--- src/rtl/mem_arbiter.sv ---
// Unified main-memory port arbiter shared by the I-cache fill FSM, the
// D-cache fill FSM and D-cache write-through stores. A grant covers one
// whole block fill or one store word, and every grant is followed by a
// one-cycle turnaround in which the memory port is idle.
`timescale 1ns/1ps

module mem_arbiter #(
    parameter int WORDS        = 8,
    parameter int STARVE_LIMIT = 2
) (
    input  logic        clk,
    input  logic        rst,
    input  logic        ic_req,
    input  logic [15:0] ic_addr,
    input  logic        dc_req,
    input  logic [15:0] dc_addr,
    input  logic        wr_req,
    input  logic [15:0] wr_addr,
    input  logic [15:0] wr_data,
    input  logic        mem_data_valid,
    output logic        mem_en,
    output logic        mem_wr,
    output logic [15:0] mem_addr,
    output logic [15:0] mem_wdata,
    output logic        ic_grant,
    output logic        dc_grant,
    output logic        ic_data_valid,
    output logic        dc_data_valid,
    output logic        ic_fill_done,
    output logic        dc_fill_done,
    output logic        wr_ack,
    output logic        ic_stall,
    output logic        dc_stall
);

    localparam int             BW         = (WORDS > 1) ? $clog2(WORDS) : 1;
    localparam logic [BW-1:0]  LAST_BEAT  = BW'(WORDS - 1);
    localparam logic [1:0]     STARVE_CNT = 2'(STARVE_LIMIT);

    typedef enum logic [2:0] {
        IDLE,
        IC_FILL,
        DC_FILL,
        DC_WRITE,
        TURN
    } state_t;

    state_t         state;
    state_t         pick;
    logic [BW-1:0]  beat;
    logic [1:0]     streak;
    logic           starved;

    assign starved = ic_req && (streak == STARVE_CNT);

    // Arbitration choice made while idle: a starved I-cache wins, then stores, then D fills, then I fills.
    always_comb begin
        // NOTE: every always_comb output gets a default first so no path can infer a latch.
        pick = IDLE;
        if (starved)     pick = IC_FILL;
        else if (wr_req) pick = DC_WRITE;
        else if (dc_req) pick = DC_FILL;
        else if (ic_req) pick = IC_FILL;
    end

    // State, beat counter and starvation streak; a fill ends on its last beat or when its owner drops req.
    always_ff @(posedge clk or posedge rst) begin
        if (rst) begin
            // NOTE: sequential state uses non-blocking assignments so all registers update together.
            state  <= IDLE;
            beat   <= '0;
            streak <= '0;
        end else begin
            case (state)
                IDLE: state <= pick;
                IC_FILL: begin
                    if (!ic_req) begin
                        state <= TURN;
                        beat  <= '0;
                    end else if (mem_data_valid) begin
                        if (beat == LAST_BEAT) begin
                            state <= TURN;
                            beat  <= '0;
                        end else begin
                            beat <= beat + BW'(1);
                        end
                    end
                end
                DC_FILL: begin
                    if (!dc_req) begin
                        state <= TURN;
                        beat  <= '0;
                    end else if (mem_data_valid) begin
                        if (beat == LAST_BEAT) begin
                            state <= TURN;
                            beat  <= '0;
                        end else begin
                            beat <= beat + BW'(1);
                        end
                    end
                end
                DC_WRITE: state <= TURN;
                TURN:     state <= IDLE;
                default:  state <= IDLE;
            endcase

            // The streak only counts D-side wins that kept a pending I-cache request waiting.
            if (!ic_req) begin
                streak <= '0;
            end else if (state == IDLE) begin
                if (pick == IC_FILL) begin
                    streak <= '0;
                end else if ((pick == DC_WRITE || pick == DC_FILL) && streak != 2'd3) begin
                    streak <= streak + 2'd1;
                end
            end
        end
    end

    // Port mux and valid steering decoded from the current owner; nothing is forwarded outside a fill.
    always_comb begin
        mem_en        = 1'b0;
        mem_wr        = 1'b0;
        mem_addr      = 16'h0000;
        mem_wdata     = 16'h0000;
        ic_grant      = 1'b0;
        dc_grant      = 1'b0;
        ic_data_valid = 1'b0;
        dc_data_valid = 1'b0;
        ic_fill_done  = 1'b0;
        dc_fill_done  = 1'b0;
        wr_ack        = 1'b0;
        case (state)
            IC_FILL: begin
                ic_grant      = 1'b1;
                mem_en        = 1'b1;
                mem_addr      = ic_addr;
                ic_data_valid = mem_data_valid;
                ic_fill_done  = mem_data_valid && ic_req && (beat == LAST_BEAT);
            end
            DC_FILL: begin
                dc_grant      = 1'b1;
                mem_en        = 1'b1;
                mem_addr      = dc_addr;
                dc_data_valid = mem_data_valid;
                dc_fill_done  = mem_data_valid && dc_req && (beat == LAST_BEAT);
            end
            DC_WRITE: begin
                mem_en    = 1'b1;
                mem_wr    = 1'b1;
                mem_addr  = wr_addr;
                mem_wdata = wr_data;
                wr_ack    = 1'b1;
            end
            default: ;
        endcase
    end

    // Stalls for the hazard logic, held low while reset is asserted.
    always_comb begin
        ic_stall = !rst && ic_req && !ic_grant;
        dc_stall = !rst && ((dc_req && !dc_grant) || (wr_req && !wr_ack));
    end

endmodule

--- config.mk ---
export PLATFORM = sky130hd
export DESIGN_NAME = mem_arbiter
export DESIGN_NICKNAME = d
export VERILOG_FILES = /design/src/rtl/mem_arbiter.sv
export SDC_FILE = /design/constraint.sdc
export NUM_CORES = 1
export LEC_CHECK = 0
export ABC_AREA = 1
export BUFFER_PORTS_ARGS = -buffer_cell sky130_fd_sc_hd__buf_2
export CAP_MARGIN = 40
export CELL_PAD_IN_SITES_DETAIL_PLACEMENT = 1
export CELL_PAD_IN_SITES_GLOBAL_PLACEMENT = 2
export CORE_MARGIN = 2
export CORE_UTILIZATION = 15
export CTS_CLUSTER_DIAMETER = 120
export DETAILED_ROUTE_END_ITERATION = 12
export PLACE_DENSITY = 0.79
export SLEW_MARGIN = 10
export SYNTH_ARGS = -nofsm -noshare
export SYNTH_HDL_FRONTEND = slang
export SYNTH_SLANG_ARGS = --single-unit
--- constraint.sdc ---
create_clock -name clk -period 2.82 [get_ports clk]
set_clock_uncertainty 0.2 [all_clocks]
set_input_delay 0.141 -clock clk [delete_from_list [all_inputs] [get_ports clk]]
set_output_delay 0.141 -clock clk [all_outputs]
set_load 0.01 [all_outputs]
### After elaboration in Yosys (flattened, before gate mapping)

Index checks and enable logic that the tools add are counted.

| storage, ports and cells | value |
|---|---|
| input bits | 70 |
| word-level logic and storage cells | 65 |
| register bits after elaboration | 8 |

| operators by class | value |
|---|---|
| equal/unequal tests | 11 |
| add/subtract/negate cells | 2 |
| muxes and demuxes | 28 |
| reduce and logical (&&, ||, !) cells | 21 |

Operator list:

| cell | count |
|---|---|
| one-hot mux 16 bit (3 select lines) | 1 |
| 2-to-1 mux 3 bit | 8 |
| 2-to-1 mux 16 bit | 1 |
| 2-to-1 mux 2 bit | 7 |
| equality test 3 x 2 -> 1 bit, second input constant | 4 |
| one-hot mux 3 bit (4 select lines) | 1 |
| logical AND 1 bit | 11 |
| 2-to-1 mux 1 bit | 9 |
| equality test 3 x 1 -> 1 bit, second input constant | 2 |
| one-hot mux 3 bit (2 select lines) | 1 |
| logical NOT 1 bit | 4 |
| adder 3 x 1 -> 3 bit, second input constant | 1 |
| equality test 3 bit, second input constant | 1 |
| logical NOT 3 bit | 1 |
| inequality test 3 x 1 -> 1 bit, second input constant | 1 |
| OR reduction 3 bit | 1 |
| adder 2 x 1 -> 2 bit, second input constant | 1 |
| equality test 2 bit, second input constant | 1 |
| logical OR 1 bit | 2 |
| inequality test 2 x 1 -> 1 bit, second input constant | 1 |
| inequality test 2 bit, second input constant | 1 |
| AND reduction 2 bit | 1 |
| nonzero test 2 bit | 1 |

### Depth between registers and ports, before layout

| logic depth | value |
|---|---|
| word-level depth | 11 |
| depth in mapped cells | 8 |

### Worst setup path after synthesis

OpenSTA, ideal clock, no wires.

| timing path | value |
|---|---|
| path type | register to register |
| from | reg beat[0] |
| to | reg beat[2] |
| stages on the path, launching flop included | 9 |
| path slack | 1,353 ps |
| library setup time | 117 ps |
| arrival | 1,151 ps |
| clock period less this slack | 1,467 ps |
| path buffers | 0 |
| path through | dfrtp_1 > ha_1 > ha_1 > nor2_1 > nor2_1 > nand3_1 > nand2_1 > nand2_1 > nand2_1 |

| on the way | value |
|---|---|
| word-level cells in the longest chain between the ends | 5 |
| elaborated cells between the ends (all ways) | 7 |
| those cells by class | 1 x add/sub; 1 x eq/ne; 5 x mux |

Ends and longest elaborated chain:

| what | RTL line | text |
|---|---|---|
| start: declaration | 50 | `logic [BW-1:0] beat;` |
| start signal: assignment | 85 | `beat <= beat + BW'(1);` |
| start signal: assignment | 98 | `beat <= beat + BW'(1);` |
| adder 3 x 1 -> 3 bit or equality test 3 bit (tied branches) | n/a |  |
| 2-to-1 mux 3 bit * | 81, 94 |  |
| 2-to-1 mux 3 bit * | 80 | `end else if (mem_data_valid) begin` |
| 2-to-1 mux 3 bit, on equally long branches | 90, 77 |  |
| one-hot mux 3 bit (2 select lines) * | 74 | `case (state)` |

Mark *: on every way between the ends. The rest lies on a longest branch, timed or not.
A chain may end at the register's enable or synchronous reset.

### Worst setup path in the final report

| timing path | value |
|---|---|
| from | reg state[1] |
| to | out mem_addr[12] |

| on the way | value |
|---|---|
| word-level cells in the longest chain between the ends | 2 |
| elaborated cells between the ends (all ways) | 4 |
| those cells by class | 3 x eq/ne; 1 x mux |

Ends and longest elaborated chain:

| what | RTL line | text |
|---|---|---|
| start: declaration | 48 | `state_t state;` |
| start signal: assignment | 75 | `IDLE: state <= pick;` |
| equality test 3 x 2 -> 1 bit or equality test 3 x 1 -> 1 bit (tied branches) | 133 | `case (state)` |
| one-hot mux 16 bit (3 select lines) * | 133 |  |
| end: declaration | 23 | `output logic [15:0] mem_addr,` |

Marked as above.

==> results.toml <==
[global_route]
antenna_found_initial = 0
grt_pass1_wl_um = 6370
first_global_vias = 1423
grt_overflow = 0
grt_use_total_pct = 10.1
grt_max_degree = 21

[power]
p_per_area_nw_per_um2 = 701
clkPwrFrac_pct = 11.5
power_uw = 1220
pwr-share-comb_pct = 70.7
leakagePower_uw = 0.00114
p_sw_share_pct = 52.7
p_int_uw = 578
ir_drop_uv = 326
p_switching_uw = 644
power_frac_seq_pct = 17.9

[timing]
fin_ws_ns = 0.861
setup_viol = 0
fin_crit_ns = 1.96
timing.final.crit_share_pct = 69.5
worst_pin_slew_ns = 0.353
setup-tns-final_ns = 0
relSlewSlack_pct = 76.5
fmax_mhz = 510
slew_violations = 0
finalHoldViolCount = 0
rsz0062_at_grt = "no"

[synth]
synth-warning-count = 0
synth_area_um2 = 1080
synth_nets = 271
yosysUniqueCellTypes = 22
ys_ff_latch = 8
avgSynthCellArea_um2 = 5.47
syn_inst = 197
yosysSeqAreaShare_pct = 18.6

[setup_path]
critPathKind = "reg2out"
crit_arrival_ns = 1.62
worst-r2r-setup-slack_ns = 1.26
critPathLaunchType = "register"
worstPathMaxFanout = 20
required_ns = 2.48
crit_path_max_incr_delay_ns = 0.47
cp_cell_sequence = "nor2_2 -> nand2_2 -> inv_2 -> nand2_1 -> nand3_1 -> buf_2"
slowest_stage = "dfrtp_1"
critical-path-top-delay-family = "simple AND/OR/NAND/NOR gates"
worst_setup_path_end_kind = "primary output"
crit_buf_inv = 2

[floorplanning]
die_x_um = 88.7
core_area_um2 = 6870
start_util_pct = 15.7
die_h_um = 88.7
dieArea_um2 = 7880
io_pins = 113
std_cell_rows = 30

[layout]
multi_input_area_um2 = 682
nets = 382
fin_cells = 402
fillers = 936
antenna_cells = 0
area_growth_pct = 61.8
drive_gt1_share_pct = 40.8
regArea_um2 = 200

[routing]
routed_wl_um = 4540
drt_iter0_markers = 20
drc_errors = 0
vias = 1581
first_pass_iters = 4
wire_per_inst_um = 11.3
ant_nets = 0
viasPerCell = 3.93

[clock_tree]
clock_latency_ns = 0.23
cts_tree = "yes"
cts_made_buffers = 3
post_cts_buffers = 0
cts_max_path_buffers = 2
htree_num_levels = 1
cts.clk_slew.worst_paths_ns = 0.04
cts_resized = 0
cts.sinks = 8
cts-root-buf = "clkbuf_8"
hold_buffers = 1

[min_path]
hp-class = "in2reg"

[place]
finalWeightedCongestion = 0.763
place_inst = 398
hpwl_um = 3790
io_buffer_count = 112
pre_cts_ws_ns = 1.07

[outcome]
outcome = "finished clean"

[flow_run]
maxCapViolCount = 0
==> routing by layer <==
metal / vias to the layer above / wire (um) / track usage, %
met5: - / 0 / 0
met4: 0 / 15 / 2.07
met3: 2 / 493 / 1.96
met2: 76 / 2110 / 18.2
met1: 686 / 1930 / 12.6
li1: 817 / - / -
==> Yosys cell counts, drive strengths merged <==
library cell | n | area share [%]
a21oi | 1 | 0.46
buf | 7 | 6.2
dfrtp | 8 | 19
ha | 4 | 4.6
inv | 33 | 12
nand2 | 80 | 28
nand3 | 24 | 13
nand4 | 2 | 1.2
nor2 | 28 | 10
nor3 | 3 | 1.9
o21ai | 6 | 2.8
o22ai | 1 | 0.58
==> worst register-to-register path, delay by kind of cell, from the launching register on <==
kind,cells,cell delay (ns)
adder cells (fa/ha/maj),2,0.47
AND/OR/NAND/NOR,6,0.39
flip-flops,1,0.39
==> cell families (layout without fill, tap and decap cells) <==
group | count (synthesis) | in the layout | share of synthesized area (%)
and+or+nand+nor | 137 | 137 | 54.8
buffers and inverters | 40 | 149 | 18.1
AOI/OAI and AO/OA | 8 | 8 | 3.83
DFF | 8 | 8 | 18.6
adders and majority gates | 4 | 4 | 4.65
==> path summary, 6_finish.rpt <==
| check | start | cells after the start | end |
|---|---|---|---|
| min in group asynchronous | rst | 3 | beat[2] |
| setup / recovery | state[1] | 6 | mem_addr[12] |
| hold reg to reg | beat[1] | 2 | beat[1] |
| hold / removal | wr_req | 3 | state[0] |
| setup reg to reg | beat[0] | 8 | beat[2] |
| max in group asynchronous | rst | 3 | streak[0] |
==> metrics by stage <==
step | utilization (%) | hold WS [ns] | cell area, um^2
after detailed placement | 24.6 | -0.0453 | 1690
final | 25.4 | 0.0147 | 1740
after global placement | 24.6 | -0.0560 | 1690
after floorplan | - | -0.243 | 1080
after CTS | 25.4 | 0.0213 | 1740
after global routing | 25.4 | 0.0716 | 1740
==> final cells by class <==
type / instances / share of cell area (%)
multi-input cells: 149 / 39.1
repair buffers: 113 / 32.7
flip-flops and latches: 8 / 11.5
inverters: 33 / 7.39
well taps: 96 / 6.89
clock buffers: 3 / 2.37
==> cell usage in the layout (no fill, tap or decap), drive strengths merged <==
| master | instances |
|---|---|
| a21oi | 1 |
| buf | 112 |
| clkbuf | 3 |
| dfrtp | 8 |
| dlygate4sd3 | 1 |
| ha | 4 |
| inv | 33 |
| nand2 | 80 |
| nand3 | 24 |
| nand4 | 2 |
| nor2 | 28 |
| nor3 | 3 |
| o21ai | 6 |
| o22ai | 1 |
==> power by group through the flow <==
stage          clock, uW  sequential [uW]  combinational (uW)
2_1_floorplan          0              210                 593
5_1_grt              156              225                 984
3_3_place_gp           0              218                 868
4_1_cts              146              218                 883
3_5_place_dp           0              220                 878
6_report             140              218                 864
==> state kept, by name, indices dropped and copies added, names as in the netlist <==
register / flops
beat: 3
state: 3
streak: 2
(Power assumes the default switching activity.)
